File: config.mk
export PLATFORM = sky130hd
export DESIGN_NAME = cross_clock_irrevocable_example_flat
export DESIGN_NICKNAME = d
export VERILOG_FILES = /design/src/rtl/cross_clock_irrevocable_example_if.sv /design/src/rtl/cross_clock_irrevocable_example.sv /design/src/flat_wrapper.sv
export SDC_FILE = /design/constraint.sdc
export NUM_CORES = 1
export LEC_CHECK = 0
export CAP_MARGIN = 0
export CORE_AREA = 3 3 96 98
export CTS_CLUSTER_DIAMETER = 30
export CTS_CLUSTER_SIZE = 16
export DETAILED_ROUTE_END_ITERATION = 10
export DIE_AREA = 0 0 99 101
export MAX_ROUTING_LAYER = met4
export PLACE_DENSITY = 0.72
export SLEW_MARGIN = 30
export SYNTH_ARGS = -nofsm -noshare
export SYNTH_HDL_FRONTEND = slang
export SYNTH_SLANG_ARGS = --single-unit
File: constraint.sdc
create_clock -name io_clock -period 2.6 [get_ports io_clock]
set_clock_uncertainty 0.2 [all_clocks]
set_input_delay 0.26 -clock io_clock [delete_from_list [all_inputs] [get_ports io_clock]]
set_output_delay 0.26 -clock io_clock [all_outputs]
set_load 0.03 [all_outputs]
File: src/rtl/cross_clock_irrevocable_example_if.sv
// cross_clock_irrevocable_example_if: observation bundle for the source and sink handshakes
// master: driven by the example block; slave: observer (bench or monitor)
interface cross_clock_irrevocable_example_if #(
    parameter int DATA_WIDTH = 8
);
    logic [DATA_WIDTH-1:0] io_src_count;
    logic                  io_src_valid;
    logic                  io_src_ready;
    logic [DATA_WIDTH-1:0] io_dst_count;
    logic                  io_dst_valid;
    logic                  io_dst_ready;
    modport master (
        output io_src_count, io_src_valid, io_src_ready,
        output io_dst_count, io_dst_valid, io_dst_ready
    );
    modport slave (
        input io_src_count, io_src_valid, io_src_ready,
        input io_dst_count, io_dst_valid, io_dst_ready
    );
endinterface

File: src/rtl/cross_clock_irrevocable_example.sv
// cross_clock_irrevocable_example: count source -> gray-pointer crossing FIFO -> backpressured sink
// io_clock: shared clock for both FIFO sides; io_reset: async active-low reset
// obs: source handshake (count/valid/ready) and sink handshake (count/valid/ready)
module cross_clock_irrevocable_example #(
    parameter int DATA_WIDTH = 8,
    parameter int DEPTH      = 8
) (
    input  logic                                     io_clock,
    input  logic                                     io_reset,
    cross_clock_irrevocable_example_if.master        obs
);
    localparam int AW = $clog2(DEPTH);
    logic [DATA_WIDTH-1:0] mem_q [DEPTH];
    logic [DATA_WIDTH-1:0] src_count_q, src_count_d;
    logic                  src_valid_q;
    logic [AW:0]           wptr_q, wptr_d, rptr_q, rptr_d;
    logic [AW:0]           wgray_q, rgray_q;
    logic [AW:0]           wsync1_q, wsync2_q, rsync1_q, rsync2_q;
    logic [1:0]            phase_q;
    logic                  full, empty, wr_en, rd_en, snk_ready;
    function automatic logic [AW:0] gray(input logic [AW:0] b);
        return b ^ (b >> 1);
    endfunction
    // Sink is held not-ready while reset is asserted, then idles one cycle in four
    assign snk_ready = io_reset && (phase_q != 2'd3);
    always_comb begin
        // Full: write pointer has lapped the (lagging) read pointer by exactly DEPTH
        full        = wgray_q == {~rsync2_q[AW:AW-1], rsync2_q[AW-2:0]};
        empty       = wsync2_q == rgray_q;
        wr_en       = src_valid_q && !full;
        rd_en       = !empty && snk_ready;
        wptr_d      = wptr_q + {{AW{1'b0}}, wr_en};
        rptr_d      = rptr_q + {{AW{1'b0}}, rd_en};
        src_count_d = src_count_q + {{(DATA_WIDTH-1){1'b0}}, wr_en};
    end
    always_ff @(posedge io_clock or negedge io_reset) begin
        if (!io_reset) begin
            src_count_q <= '0;
            src_valid_q <= 1'b0;
            wptr_q      <= '0;
            rptr_q      <= '0;
            wgray_q     <= '0;
            rgray_q     <= '0;
            wsync1_q    <= '0;
            wsync2_q    <= '0;
            rsync1_q    <= '0;
            rsync2_q    <= '0;
            phase_q     <= '0;
            for (int i = 0; i < DEPTH; i++) mem_q[i] <= '0;
        end else begin
            src_count_q <= src_count_d;
            src_valid_q <= 1'b1;
            wptr_q      <= wptr_d;
            rptr_q      <= rptr_d;
            // Gray copies track the next pointer so they change in the same cycle as the binary pointer
            wgray_q     <= gray(wptr_d);
            rgray_q     <= gray(rptr_d);
            wsync1_q    <= wgray_q;
            wsync2_q    <= wsync1_q;
            rsync1_q    <= rgray_q;
            rsync2_q    <= rsync1_q;
            phase_q     <= phase_q + 2'd1;
            if (wr_en) mem_q[wptr_q[AW-1:0]] <= src_count_q;
        end
    end
    assign obs.io_src_count = src_count_q;
    assign obs.io_src_valid = src_valid_q;
    assign obs.io_src_ready = !full;
    assign obs.io_dst_count = mem_q[rptr_q[AW-1:0]];
    assign obs.io_dst_valid = !empty;
    assign obs.io_dst_ready = snk_ready;
endmodule

File: src/flat_wrapper.sv
// flat-port wrapper written by rule: the top's interface ports become plain ports
module cross_clock_irrevocable_example_flat 
#(
    parameter int DATA_WIDTH = 8,
    parameter int DEPTH      = 8
)
  (io_clock, io_reset, obs_io_src_count, obs_io_src_valid, obs_io_src_ready, obs_io_dst_count, obs_io_dst_valid, obs_io_dst_ready);
  cross_clock_irrevocable_example_if #(.DATA_WIDTH(DATA_WIDTH)) obs_i ();
  input  logic io_clock;
  input  logic io_reset;
  output wire logic [$bits(obs_i.io_src_count)-1:0] obs_io_src_count;
  output wire logic [$bits(obs_i.io_src_valid)-1:0] obs_io_src_valid;
  output wire logic [$bits(obs_i.io_src_ready)-1:0] obs_io_src_ready;
  output wire logic [$bits(obs_i.io_dst_count)-1:0] obs_io_dst_count;
  output wire logic [$bits(obs_i.io_dst_valid)-1:0] obs_io_dst_valid;
  output wire logic [$bits(obs_i.io_dst_ready)-1:0] obs_io_dst_ready;
  assign obs_io_src_count = obs_i.io_src_count;
  assign obs_io_src_valid = obs_i.io_src_valid;
  assign obs_io_src_ready = obs_i.io_src_ready;
  assign obs_io_dst_count = obs_i.io_dst_count;
  assign obs_io_dst_valid = obs_i.io_dst_valid;
  assign obs_io_dst_ready = obs_i.io_dst_ready;
  cross_clock_irrevocable_example #(.DATA_WIDTH(DATA_WIDTH), .DEPTH(DEPTH)) u_core (.io_clock(io_clock), .io_reset(io_reset), .obs(obs_i));
endmodule
==> results.py <==
metrics = {
    "run_status": {
        "status": "complete, no violations",
    },
    "synthesis": {
        "synth_area_um2": 4570,
        "yosysWarnings": 0,
        "synthDistinctLibCells": 27,
        "synth_area_leaders": "dfrtp_1 58%, mux2_2 17%, mux4_2 7.9%",
        "yosysSeqAreaShare_pct": 57.6,
        "syn_nets": 285,
        "ys_ff_latch": 105,
        "post_synth.cell_area_avg_um2": 16.5,
        "synthCells": 276,
        "synth_area_leader_cell": "dfrtp_1",
        "netlist.area_leader.share_pct": 57.6,
    },
    "pwr": {
        "p_clk_share_pct": 13.2,
        "switchingPower_mw": 2.66,
        "ir_drop_v": 0.000677,
        "power_density_nw_per_um2": 1320,
        "p_leak_nw": 2.29,
        "power_frac_seq_pct": 42.4,
        "comb_power_share_pct": 44.4,
        "p_total_mw": 6.87,
        "p_int_mw": 4.21,
        "p_sw_share_pct": 38.7,
    },
    "detailed_routing": {
        "via_per_inst": 5.66,
        "vias": 2421,
        "first_pass_iters": 4,
        "drt_iter0_drc": 60,
        "drtAntennaViolNets": 0,
        "wirelength_um": 8480,
        "drc": 0,
        "post_drt_wl_per_cell_um": 19.8,
    },
    "critical_path": {
        "cp.arrival_ps": 1940,
        "worstPathCellList": "buf_6 -> mux4_2 -> mux2_2 -> clkbuf_2",
        "r2r_slack_ps": 330,
        "critPathLaunchType": "flip-flop",
        "worstPathMaxFanout": 8,
        "worstReg2RegEnd": "u_core.mem_q[41]",
        "crit_path_end_kind": "primary output",
        "critPathRequiredTime_ps": 2140,
        "cp_slowest_cell": "mux4_2",
        "r2r.worst_path.cells": 3,
        "regToRegStartpoint": "u_core.rsync2_q[1]",
        "cp_num_buf_inv": 2,
        "cpPeakStageDelay_ps": 510,
        "cp_top_family": "multiplexers",
        "worstSetupPathType": "reg2out",
    },
    "placement": {
        "port_buffers": 21,
        "gp_routability_congestion": 0.718,
        "dp_hpwl_um": 5690,
    },
    "cells_and_area": {
        "nNetsFinal": 325,
        "num_antenna_cells": 0,
        "syn_to_final_growth_pct": 13.9,
        "drive_gt1_share_pct": 45.9,
    },
    "global_routing": {
        "antenna_found_initial": 0,
        "grt_pass1_vias": 2515,
        "grt_overflow_total": 0,
        "grt_use_total_pct": 19.0,
        "grt_pass1_wl_um": 13800,
        "grt_max_degree": 63,
    },
    "hold_path": {
        "hold_start": "u_core.wsync1_q[3]",
        "holdPathEnd": "u_core.wsync2_q[3]",
        "whs_path_depth": 0,
        "min_path_type": "reg2reg",
    },
    "die": {
        "rows": 34,
        "die_x_um": 99,
        "initial_core_util_pct": 53.4,
        "die-area_um2": 10000,
        "chipHeight_um": 101,
        "core_um2": 8550,
        "ios": 22,
    },
    "sta": {
        "grt_setup_unrepaired": "no",
        "worstMarginPinSlew_ps": 828,
        "fin_setup_tns_ps": 0,
        "fin_crit_ps": 2400,
        "relSlewSlack_pct": 44.6,
        "fmax_mhz": 418,
        "slew_violations": 0,
        "fin_crit_sh_pct": 92.1,
        "setup_violations": 0,
        "finalHoldViolCount": 0,
    },
    "cts": {
        "cts_tree": "yes",
        "clock_path_buffers": 2,
        "numCtsBuffers": 9,
        "clk_latency_ps": 360,
        "cts-root-buf": "clkbuf_8",
        "post-cts-setup-buffer-count": 0,
        "cts_sinks": 105,
        "h-tree-depth": 3,
        "path_clk_slew_ps": 100,
    },
    "flow_run": {
        "maxCapViolations": 0,
    },
}
## registers in the layout (all words and copies together) (netlist names)
name and count:
u_core.wsync2_q 4, u_core.wgray_q 4, u_core.wptr_q 3, u_core.obs.io_src_valid 1, u_core.rsync2_q 4, u_core.phase_q 2, u_core.rptr_q 3, u_core.rgray_q 4
u_core.obs.io_src_count 8, u_core.mem_q 64, u_core.wsync1_q 4, u_core.rsync1_q 4
## cell type report
cell class | instances | area (µm²)
fillers | 654 | 3350
clock inverters | 4 | 30.0
well taps | 108 | 135
multi-input cells | 156 | 1910
flip-flops and latches | 105 | 2630
clock buffers | 11 | 141
inverters | 1 | 3.75
repair buffers | 43 | 355
## cells in the final DEF, fill, tap and decap left out, types with 2 or more instances in the layout
cell               n
clkbuf_2           8
mux4_2            16
a41oi_2            4
buf_6              2
mux2_4             2
o41ai_4            4
dfrtp_1          105
nor4bb_1           3
xnor2_1           12
clkinv_4           2
clkdlybuf4s50_1   12
buf_4             19
nand4_1            4
xor2_2             3
xnor2_2            4
mux2_2            70
ha_1               7
and2_1             2
nand2_1            2
nand3_1            4
nand4b_1           3
clkbuf_8          10
xor2_1            10
## through the flow
step	hold slack, ps	cell area (µm²)	worst slack [ps]	util [%]	std cells
detailed placement	135	5050	181	59.1	412
finish	154	5200	205	60.8	428
global placement	132	5050	197	59.1	412
CTS	155	5230	7.10	61.1	428
floorplan	-236	4600	101	-	276
global route	163	5200	108	60.8	428
## worst max path at each step
stage | endpoint | cells after the start | start | slack [ps]
after floorplan | u_core.obs.io_src_count[6] | 8 | u_core.wgray_q[3] | 100
after global placement | obs_io_dst_count[7] | 4 | u_core.rptr_q[0] | 200
after detailed placement | obs_io_dst_count[6] | 4 | u_core.rptr_q[0] | 180
after CTS | obs_io_dst_count[2] | 4 | u_core.rptr_q[0] | 7
after global routing | obs_io_dst_count[7] | 4 | u_core.rptr_q[0] | 110
final | obs_io_dst_count[6] | 4 | u_core.rptr_q[0] | 200
## cell usage after synthesis
cell and n:
ha_1 7, nor4bb_1 3, mux4_2 16, a21oi_1 1
xnor2_1 14, nand3_1 4, xor2_2 1, buf_2 3
conb_1 1, clkbuf_1 10, mux2_4 2, a41oi_2 4
nand4b_1 3, and3_1 1, and2_1 2, mux2_2 70
nor4b_1 1, nand2_1 2, nor2b_1 1, buf_1 1
nand4_1 4, xor2_1 12, dfrtp_1 105, xnor2_2 2
inv_1 1, and4_1 1, o41ai_4 4
## cells by family after synthesis
family	count (synthesis)	share of synthesized area [%]
AO/OA/AOI/OAI	9	3.95
XOR/XNOR	29	6.06
adder cells (fa/ha/maj)	7	1.92
buffers and inverters	15	1.32
flip-flops	105	57.6
multiplexers	88	25.8
other	1	0.0821
AND/OR/NAND/NOR	22	3.32
## what timing repair did
item,4_1_cts,5_1_grt
cloned,0,0
hold endpoints to repair,43,0
gates resized for setup,9,17
hold buffers,1,0
setup endpoints to repair,8,8
## per-layer routing
layer  share of wire, %  vias to the layer above  track usage (%)  wire [µm]
li1                   -                     1083                -          -
met1                 45                     1292             24.6       3840
met2                 50                       31             30.3       4270
met3                2.7                       15             3.88        228
met4                1.6                        0             6.41        136
met5                  0                        -                -          0
## power by group through the flow
stage	clock network [mW]	registers, mW	logic (mW)
5_1_grt	0.991	3.00	3.28
3_3_place_gp	0	2.91	3.13
2_1_floorplan	0	2.76	2.29
3_5_place_dp	0	2.94	3.18
4_1_cts	0.940	2.91	3.12
6_report	0.907	2.91	3.05
Note: power is estimated with default switching activity, not from simulation.
